===== config.mk =====
export PLATFORM = sky130hd
export DESIGN_NAME = mux_n_pipe
export DESIGN_NICKNAME = d
export VERILOG_FILES = /design/src/rtl/mux_n_pipe.sv
export SDC_FILE = /design/constraint.sdc
export NUM_CORES = 1
export LEC_CHECK = 0
export ABC_AREA = 1
export CORE_ASPECT_RATIO = 0.8
export CORE_UTILIZATION = 30
export CTS_CLUSTER_SIZE = 40
export DETAILED_ROUTE_END_ITERATION = 8
export PLACE_DENSITY = 0.71
export SLEW_MARGIN = 20
export SYNTH_ARGS = -nofsm -noshare
export SYNTH_HDL_FRONTEND = slang
export SYNTH_SLANG_ARGS = --single-unit

===== constraint.sdc =====
create_clock -name clk -period 8.9 [get_ports clk]
set_input_delay 0.89 -clock clk [delete_from_list [all_inputs] [get_ports clk]]
set_output_delay 0.89 -clock clk [all_outputs]
set_load 0.005 [all_outputs]

===== src/rtl/mux_n_pipe.sv =====
`default_nettype none
// ============================================================================
// Module      : mux_n_pipe
// Description : N:1 WIDTH-bit valid/ready multiplexer with a registered output
//               slot; explicit-select or round-robin grant. Optional output
//               handshake counter enabled by defining MUX_XFER_CNT_EN.
// Revision    : 1.0 - initial release
// ============================================================================
module mux_n_pipe #(
    parameter  int WIDTH = 32,
    parameter  int N     = 4,
    localparam int SELW  = $clog2(N)
) (
    input  logic               clk,
    input  logic               rst_n,
    input  logic [N*WIDTH-1:0] in_data,
    input  logic [N-1:0]       in_valid,
    output logic [N-1:0]       in_ready,
    input  logic               mode,
    input  logic [SELW-1:0]    sel,
    output logic [WIDTH-1:0]   out_data,
    output logic [SELW-1:0]    out_src,
    output logic               out_valid,
    input  logic               out_ready
`ifdef MUX_XFER_CNT_EN
    ,
    output logic [31:0]        xfer_cnt
`endif
);

    logic [WIDTH-1:0] r_data;
    logic [SELW-1:0]  r_src;
    logic             r_valid;
    logic [SELW-1:0]  r_rr_ptr;

    logic             w_load;
    logic             w_sel_ok;
    logic [SELW-1:0]  w_rr_start;
    logic [2*N-1:0]   w_rr_dbl;
    logic [N-1:0]     w_rr_rot;
    logic [SELW-1:0]  w_rr_off;
    logic [SELW:0]    w_rr_sum;
    logic             w_rr_any;
    logic [SELW-1:0]  w_rr_idx;
    logic             w_gnt_any;
    logic [SELW-1:0]  w_gnt_idx;
    logic [WIDTH-1:0] w_gnt_data;
    logic             w_xfer;

    assign w_load = !r_valid || out_ready;

    always_comb begin
        w_sel_ok = 1'b0;
        for (int i = 0; i < N; i++) begin
            if (sel == SELW'(i)) w_sel_ok = 1'b1;
        end
    end

    // Rotate valids so bit 0 is the channel just after the last winner.
    assign w_rr_start = (r_rr_ptr == SELW'(N - 1)) ? '0 : r_rr_ptr + 1'b1;
    assign w_rr_dbl   = {in_valid, in_valid} >> w_rr_start;
    assign w_rr_rot   = w_rr_dbl[N-1:0];
    assign w_rr_any   = |w_rr_rot;

    always_comb begin
        w_rr_off = '0;
        for (int k = N - 1; k >= 0; k--) begin
            if (w_rr_rot[k]) w_rr_off = SELW'(k);
        end
    end

    always_comb begin
        w_rr_sum = {1'b0, w_rr_start} + {1'b0, w_rr_off};
        if (w_rr_sum >= (SELW+1)'(N)) w_rr_sum = w_rr_sum - (SELW+1)'(N);
        w_rr_idx = w_rr_sum[SELW-1:0];
    end

    assign w_gnt_any = mode ? w_rr_any : w_sel_ok;
    assign w_gnt_idx = mode ? w_rr_idx : sel;

    always_comb begin
        in_ready   = '0;
        w_gnt_data = '0;
        for (int i = 0; i < N; i++) begin
            if (w_gnt_idx == SELW'(i)) begin
                in_ready[i] = w_load && w_gnt_any;
                w_gnt_data  = in_data[i*WIDTH +: WIDTH];
            end
        end
    end

    assign w_xfer = |(in_valid & in_ready);

    always_ff @(posedge clk or negedge rst_n) begin
        if (!rst_n) begin
            r_data   <= '0;
            r_src    <= '0;
            r_valid  <= 1'b0;
            r_rr_ptr <= SELW'(N - 1);
        end else if (w_load) begin
            if (w_xfer) begin
                r_data  <= w_gnt_data;
                r_src   <= w_gnt_idx;
                r_valid <= 1'b1;
                if (mode) r_rr_ptr <= w_gnt_idx;
            end else begin
                r_valid <= 1'b0;
            end
        end
    end

    assign out_data  = r_data;
    assign out_src   = r_src;
    assign out_valid = r_valid;

`ifdef MUX_XFER_CNT_EN
    logic [31:0] r_xfer_cnt;

    always_ff @(posedge clk or negedge rst_n) begin
        if (!rst_n) begin
            r_xfer_cnt <= '0;
        end else if (r_valid && out_ready) begin
            r_xfer_cnt <= r_xfer_cnt + 32'd1;
        end
    end

    assign xfer_cnt = r_xfer_cnt;
`endif

endmodule
`default_nettype wire


; ---- After elaboration in Yosys (flattened, before gate mapping)
; Cells that the tools add are included.
[totals]
elab_cells = 47
out_inout_bits = 39
inputBits = 138
register_bits = 37
[op_classes]
eq_ne = 7
addsub = 3
n_bitwise = 1
shifts = 1
n_lt_le_gt_ge = 1
mux = 21
n_reduce_logical = 9
[op_table]
columns = cell, count
row1 = $mux W32, 4
row2 = $mux W2, 7
row3 = $eq A2 B2 Y1 const B, 5
row4 = $mux W1, 10
row5 = $reduce_or A4 Y1, 2
row6 = $shr A8 B2 Y4, 1
row7 = $and A4 B4 Y4, 1
row8 = $eq A2 B1 Y1 const B, 2
row9 = $logic_not A2 Y1, 2
row10 = $add A2 B2 Y3, 1
row11 = $ge A3 B3 Y1 const B, 1
row12 = $reduce_and A3 Y1, 1
row13 = $add A2 B1 Y2 const B, 1
row14 = $reduce_and A2 Y1, 1
row15 = $sub A2 B1 Y2 const B, 1
row16 = $logic_and A1 B1 Y1, 1
row17 = $logic_not A1 Y1, 1
row18 = $logic_or A1 B1 Y1, 1

; ---- Depth between registers and ports, before layout
[depth]
depth_word = 16
mapped_depth = 19
depth_no_buf = 18

; ---- Least setup slack after synthesis
; No wires, ideal clock.
[synth_path]
path_type = reg2out
from = register r_rr_ptr[0]
to = output in_ready[2]
slack_ps = 5643
n_path_buf = 0
path_stages_with_launch = 12
arrival_time_ps = 2367
t_required_ps = 8010
path_cell_list = dfstp_2 ha_1 inv_1 nand3_1 nand2_1 nand3_1 a21boi_0 ha_1 or2_1 nand2_1 inv_1 nor3_1
[synth_via]
elab_chain_cells = 13
elab_cells_between_ends = 18
cone_classes = add/sub (3) / order compare (1) / eq/ne (2) / shift (1) / mux (9) / reduce/logical (2)
[synth_lines]
columns = item, line
row1 = from (decl), 34  ; logic [SELW-1:0] r_rr_ptr;
row2 = from (signal assigned), 99  ; r_rr_ptr <= SELW'(N - 1);
row3 = from (signal assigned), 105  ; if (mode) r_rr_ptr <= w_gnt_idx;
row4 = $add A2 B1 Y2 / $eq A2 B2 Y1 (equally long branches), 60  ; assign w_rr_start = (r_rr_ptr == SELW'(N - 1)) ? '0 : r_rr_ptr + 1'b1;
row5 = $mux W2 (*), 60
row6 = $shr A8 B2 Y4, 61  ; assign w_rr_dbl = {in_valid, in_valid} >> w_rr_start;
row7 = $mux W2 (4 in series), 68  ; if (w_rr_rot[k]) w_rr_off = SELW'(k);
row8 = $add A2 B2 Y3, 73  ; w_rr_sum = {1'b0, w_rr_start} + {1'b0, w_rr_off};
row9 = $ge A3 B3 Y1 / $sub A2 B1 Y2 (equally long branches), 74  ; if (w_rr_sum >= (SELW+1)'(N)) w_rr_sum = w_rr_sum - (SELW+1)'(N);
row10 = $mux W2, 74
row11 = $mux W2, 79  ; assign w_gnt_idx = mode ? w_rr_idx : sel;
row12 = $eq A2 B2 Y1, 85  ; if (w_gnt_idx == SELW'(i)) begin
row13 = $mux W1 (*), 85
row14 = to (decl), 18  ; output logic [N-1:0] in_ready,
; Every way passes the cells marked *; elsewhere a longest branch is shown, timed or not.

; ---- Final worst setup path
[layout_path]
from = input in_valid[1]
to = output in_ready[2]
[layout_via]
elab_chain_cells = 11
elab_cells_between_ends = 15
cone_classes = add/sub (2) / order compare (1) / eq/ne (1) / shift (1) / mux (8) / reduce/logical (2)
[layout_lines]
columns = item, line
row1 = from (decl), 17  ; input logic [N-1:0] in_valid,
row2 = $shr A8 B2 Y4 (*), 61
row3 = $mux W2 (4 in series), 68
row4 = $add A2 B2 Y3, 73
row5 = $ge A3 B3 Y1 / $sub A2 B1 Y2 (equally long branches), 74
row6 = $mux W2, 74
row7 = $mux W2, 79
row8 = $eq A2 B2 Y1, 85
row9 = $mux W1 (*), 85
; Marks and branches as above.

==> results.md <==
- The startpoint identified for the worst register-to-register timing path is r_rr_ptr[0]$_DFFE_PN1P_.
- The synthesized area per cell is 6.347 um2.
- The max-slew violation count is 0.
- At the end of routability-driven placement, the weighted congestion stood at 0.8483.
- In this run, synthesis produced a sequential element count of 37.
- The signal on the critical path passes through clkdlybuf4s50_1 -> nand2_1 -> nand3_1 -> nand3_1 -> a21boi_0 -> ha_1 -> or2_1 -> nand2_1 -> inv_1 -> nor3_1 -> clkdlybuf4s50_1.
- Buffers added to address setup during post-CTS repair amount to 0.
- The final setup violation count is 0.
- The final critical path time including I/O delays and setup is 4.534 ns.
- The worst register-to-register path has a setup slack of 5.03 ns.
- The cell type of the slowest stage on the worst timing path is clkdlybuf4s50_1.
- The HPWL after detailed placement is 7.019 mm.
- The DRC violation count after routing is 0.
- The sum of routed wire length over all layers is 9.181 mm.
- Max-cap violations in this run came to 0.
- The post-synthesis compound-gate area fraction is 0.01334.
- The number of routed nets with antenna violations is 0.
- The number of hold violations in the final report came to 0.
- Of the total synthesized cell area, the portion taken by AND, OR, NAND and NOR gates is 0.5415.
- The worst-case IR drop observed on VDD is 247.4 uV.
- Summed over all nets, the switching power comes to 827.7 uW.
- The sort of element at the start of the critical path is an input port.
- In the final routed layout, each cell accounts on average for 13.56 um.
- The dominant combinational cell family by area after synthesis is simple AND/OR/NAND/NOR gates.
- The largest buffer count on any clock path is 2.
- Gates resized during post-CTS repair numbered 0.
- Pin placement for this block handled 177 I/O pins.
- Based on the critical path, the design can be clocked at up to 0.2206 GHz.
- The clock-pin slew of the registers on the worst-case setup and hold paths is 0.08 ns.
- The worst-margin pin slew is 0.8414 ns.
- The final standard cell area without fillers is 4424 um2.
- The power density over the cells is 370.5 nW/um2.
- Of the post-synthesis cell area, the dominant cell type holds 0.3735.
- The clock root buffer is clkbuf_8.
- The sum of buffers and inverters on the critical path is 3.
- In the post-route analysis, the smallest setup slack over all paths is 4.366 ns.
- The initial utilization of the core area, before any placement, comes to 0.3144.
- The combinational share of power is 0.736.
- After global routing the overflow that remains totals 0.
- The leakage dissipation is 0.002031 uW.
- When the netlist entered floorplanning its net count stood at 539.
- Setup repair after global routing left no endpoint under its margin.
- Clock tree synthesis inserted a total of 5 buffers.
- The core region is 8055 um2.
- The final setup skew is 0.006318 ns.
- The number of antenna violations at the first check in global routing is 0.
- The relative slew slack is 0.4391.
- By area the synthesized netlist is led by nand2_1 (37%), dfrtp_1 (35%), nand4_1 (9.4%).
- Timing analysis after detailed placement gives a worst setup slack of 4.396 ns.
- After detailed placement, the total cell area comes to 4338 um2.
- The number of levels in the clock H-tree is 2.
- The share of total power dissipated in the clock network is 0.070.
- The setup total negative slack is 0 ns.
- The hold slack is 0.4800 ns.
- The maximum fanout count along the critical path is 8.
- The worst hold path begins at out_data[23]$_DFFE_PN0P_.
- The die is 104.7 um wide.
- The flow ran to the end, and the final reports show no timing, DRC or antenna violations.
- The maximum number of pins on one net before global-route repair is 38.
- The final layout net count is 708.
- The top cell family by delay on the critical path is buffers and inverters.
- Before antenna repair, the detailed router went through 4 iterations.
- Of the available clock period, the critical path in the final layout requires 0.5094.
- Of the total synthesized cell area, the portion taken by full adders, half adders and majority gates is 0.009881.
- Counting every instance in the synthesized netlist gives 399.
- The clock network latency to the later pin of the worst-skew pair is 0.28 ns.
- Across all layers, the routed design uses 3219 vias.
- The data required time of the worst path is 8.01 ns.
- The via count of the first global-routing pass is 3140.
- The count of input and output buffers is 176.
- The multiplexer share of the synthesized area is 0.
- After detailed routing, the number of vias per cell comes to 4.755.
- The area growth from synthesis to layout is 74.70%.
- nand2_1 takes more of the synthesized area than any other cell.
- STA classifies the critical path endpoint as an output pin.
- The floorplan has 29 rows.
- The die covers 8815 um2.
- The worst hold-check path type is register to register.
- The startpoint of the most critical setup path is in_valid[1].
- The power consumption is 1639 uW.
- The net switching share of the total power is 0.5050.
- The repair_antennas step left the layout with diodes totalling 0.
- Of the synthesized area, sequential elements account for 0.3666.
- The internal power of the cells totals 811.3 uW.
- The register share of total power is 0.194.
- The Yosys step of the flow raised 0 warnings.
- For this run, the total global-route usage over all layers was measured as 0.2081.
- The arrival time reported for the critical path endpoint is 3.64 ns.
- Of the total synthesized cell area, the portion taken by XOR and XNOR cells is 0.003458.
- The height of the die is 84.18 um.
- The clock sink count is 37.
- After synthesis, the netlist uses 25 different library cells.
- Summing every instance area after synthesis gives 2532 um2.
- The detailed router finished its first iteration with 179 violations.
- TritonCTS built the clock tree.
- The wire length of the first global-routing pass is 14.78 mm.
- In the final layout, the share of cells above drive strength 1 is 0.05624.
- The worst setup path category is input port to output pin.
- The number of hold-repair buffers added at the cts stage is 0.
- The critical path's largest stage delay is 0.56 ns.
[per-layer routing]
layer	GRT usage	vias up	wire length, um
li1	-	1607	-
met1	0.2662	1457	3978
met2	0.3546	145	4224
met3	0.05590	10	878
met4	0.04225	0	99
met5	0	-	0
[cell type report]
type,count,area [um2]
clock buffers,5,68.82
clock inverters,3,17.52
fillers,780,3631
inverters,13,48.80
multi-input cells,331,1439
flip-flops and latches,37,928.4
well taps,108,135.1
repair buffers,180,1787
[worst paths after layout]
| kind | end | cells after the start |
|---|---|---|
| setup / recovery | in_ready[2] | 11 |
| hold / removal | out_data[23]$_DFFE_PN0P_ | 2 |
| setup reg to reg | out_data[12]$_DFFE_PN0P_ | 16 |
| hold reg to reg | out_data[23]$_DFFE_PN0P_ | 2 |
| max in group asynchronous | out_data[3]$_DFFE_PN0P_ | 1 |
| min in group asynchronous | out_data[17]$_DFFE_PN0P_ | 1 |
[power groups by stage]
stage	logic [uW]	registers (uW)	clock network, uW
floorplan	793	320	0
global placement	1190	319	0
detailed placement	1220	322	0
CTS	1220	320	118
global route	1370	328	123
finish	1210	319	114
[flip-flops by register name, summed over array words and instances (netlist names)]
| name | count |
|---|---|
| r_rr_ptr | 2 |
| out_data | 32 |
| out_src | 2 |
| out_valid | 1 |
[synth_stat cells (all sizes together)]
cell    number
dfstp        2
nand4       38
nand2      256
o21ai        2
or2          3
nor2        11
ha           2
buf         18
o21bai       1
xor2         1
a21boi       1
dfrtp       35
a21oi        1
inv         13
nand3       13
nor3         2
[logic make-up (layout without fill, tap and decap cells)]
logic type | count (synthesis) | after routing
AND/OR/NAND/NOR | 323 | 323
flip-flops | 37 | 37
buffers and inverters | 31 | 201
AO/OA/AOI/OAI | 5 | 5
adder cells (fa/ha/maj) | 2 | 2
XOR/XNOR | 1 | 1
[cells in the final DEF (no fill, tap or decap), types with 2 or more instances in the layout]
cell and n:
nand2_1 252, clkdlybuf4s50_1 175, nand4_1 38, dfrtp_1 35, nand3_1 12, inv_1 9
nor2_1 6, clkbuf_8 5, inv_2 4, nor2_2 4, buf_4 4, nand2_2 3
or2_2 2, nor3_1 2, o21ai_0 2, ha_1 2, clkinv_2 2, dfstp_2 2
[metrics by stage]
stage | instances | utilization
after floorplan | 399 | -
after detailed placement | 669 | 0.5385
final | 677 | 0.5492
after global placement | 669 | 0.5385
after global routing | 677 | 0.5492
after CTS | 677 | 0.5492
[worst register-to-register path, stage by stage, from the launching register on]
cell and delay [ns]:
dfstp_2 0.62, ha_1 0.34, inv_1 0.15, nand3_1 0.10, nand2_1 0.08, nand3_1 0.07, a21boi_0 0.18, ha_1 0.27
or2_1 0.23, nand2_1 0.23, inv_1 0.21, nor2_2 0.63, buf_4 0.37, nand2_1 0.08, nand4_1 0.12, nand2_1 0.07
nand2_1 0.08
Power figures use the tool's default switching activity.
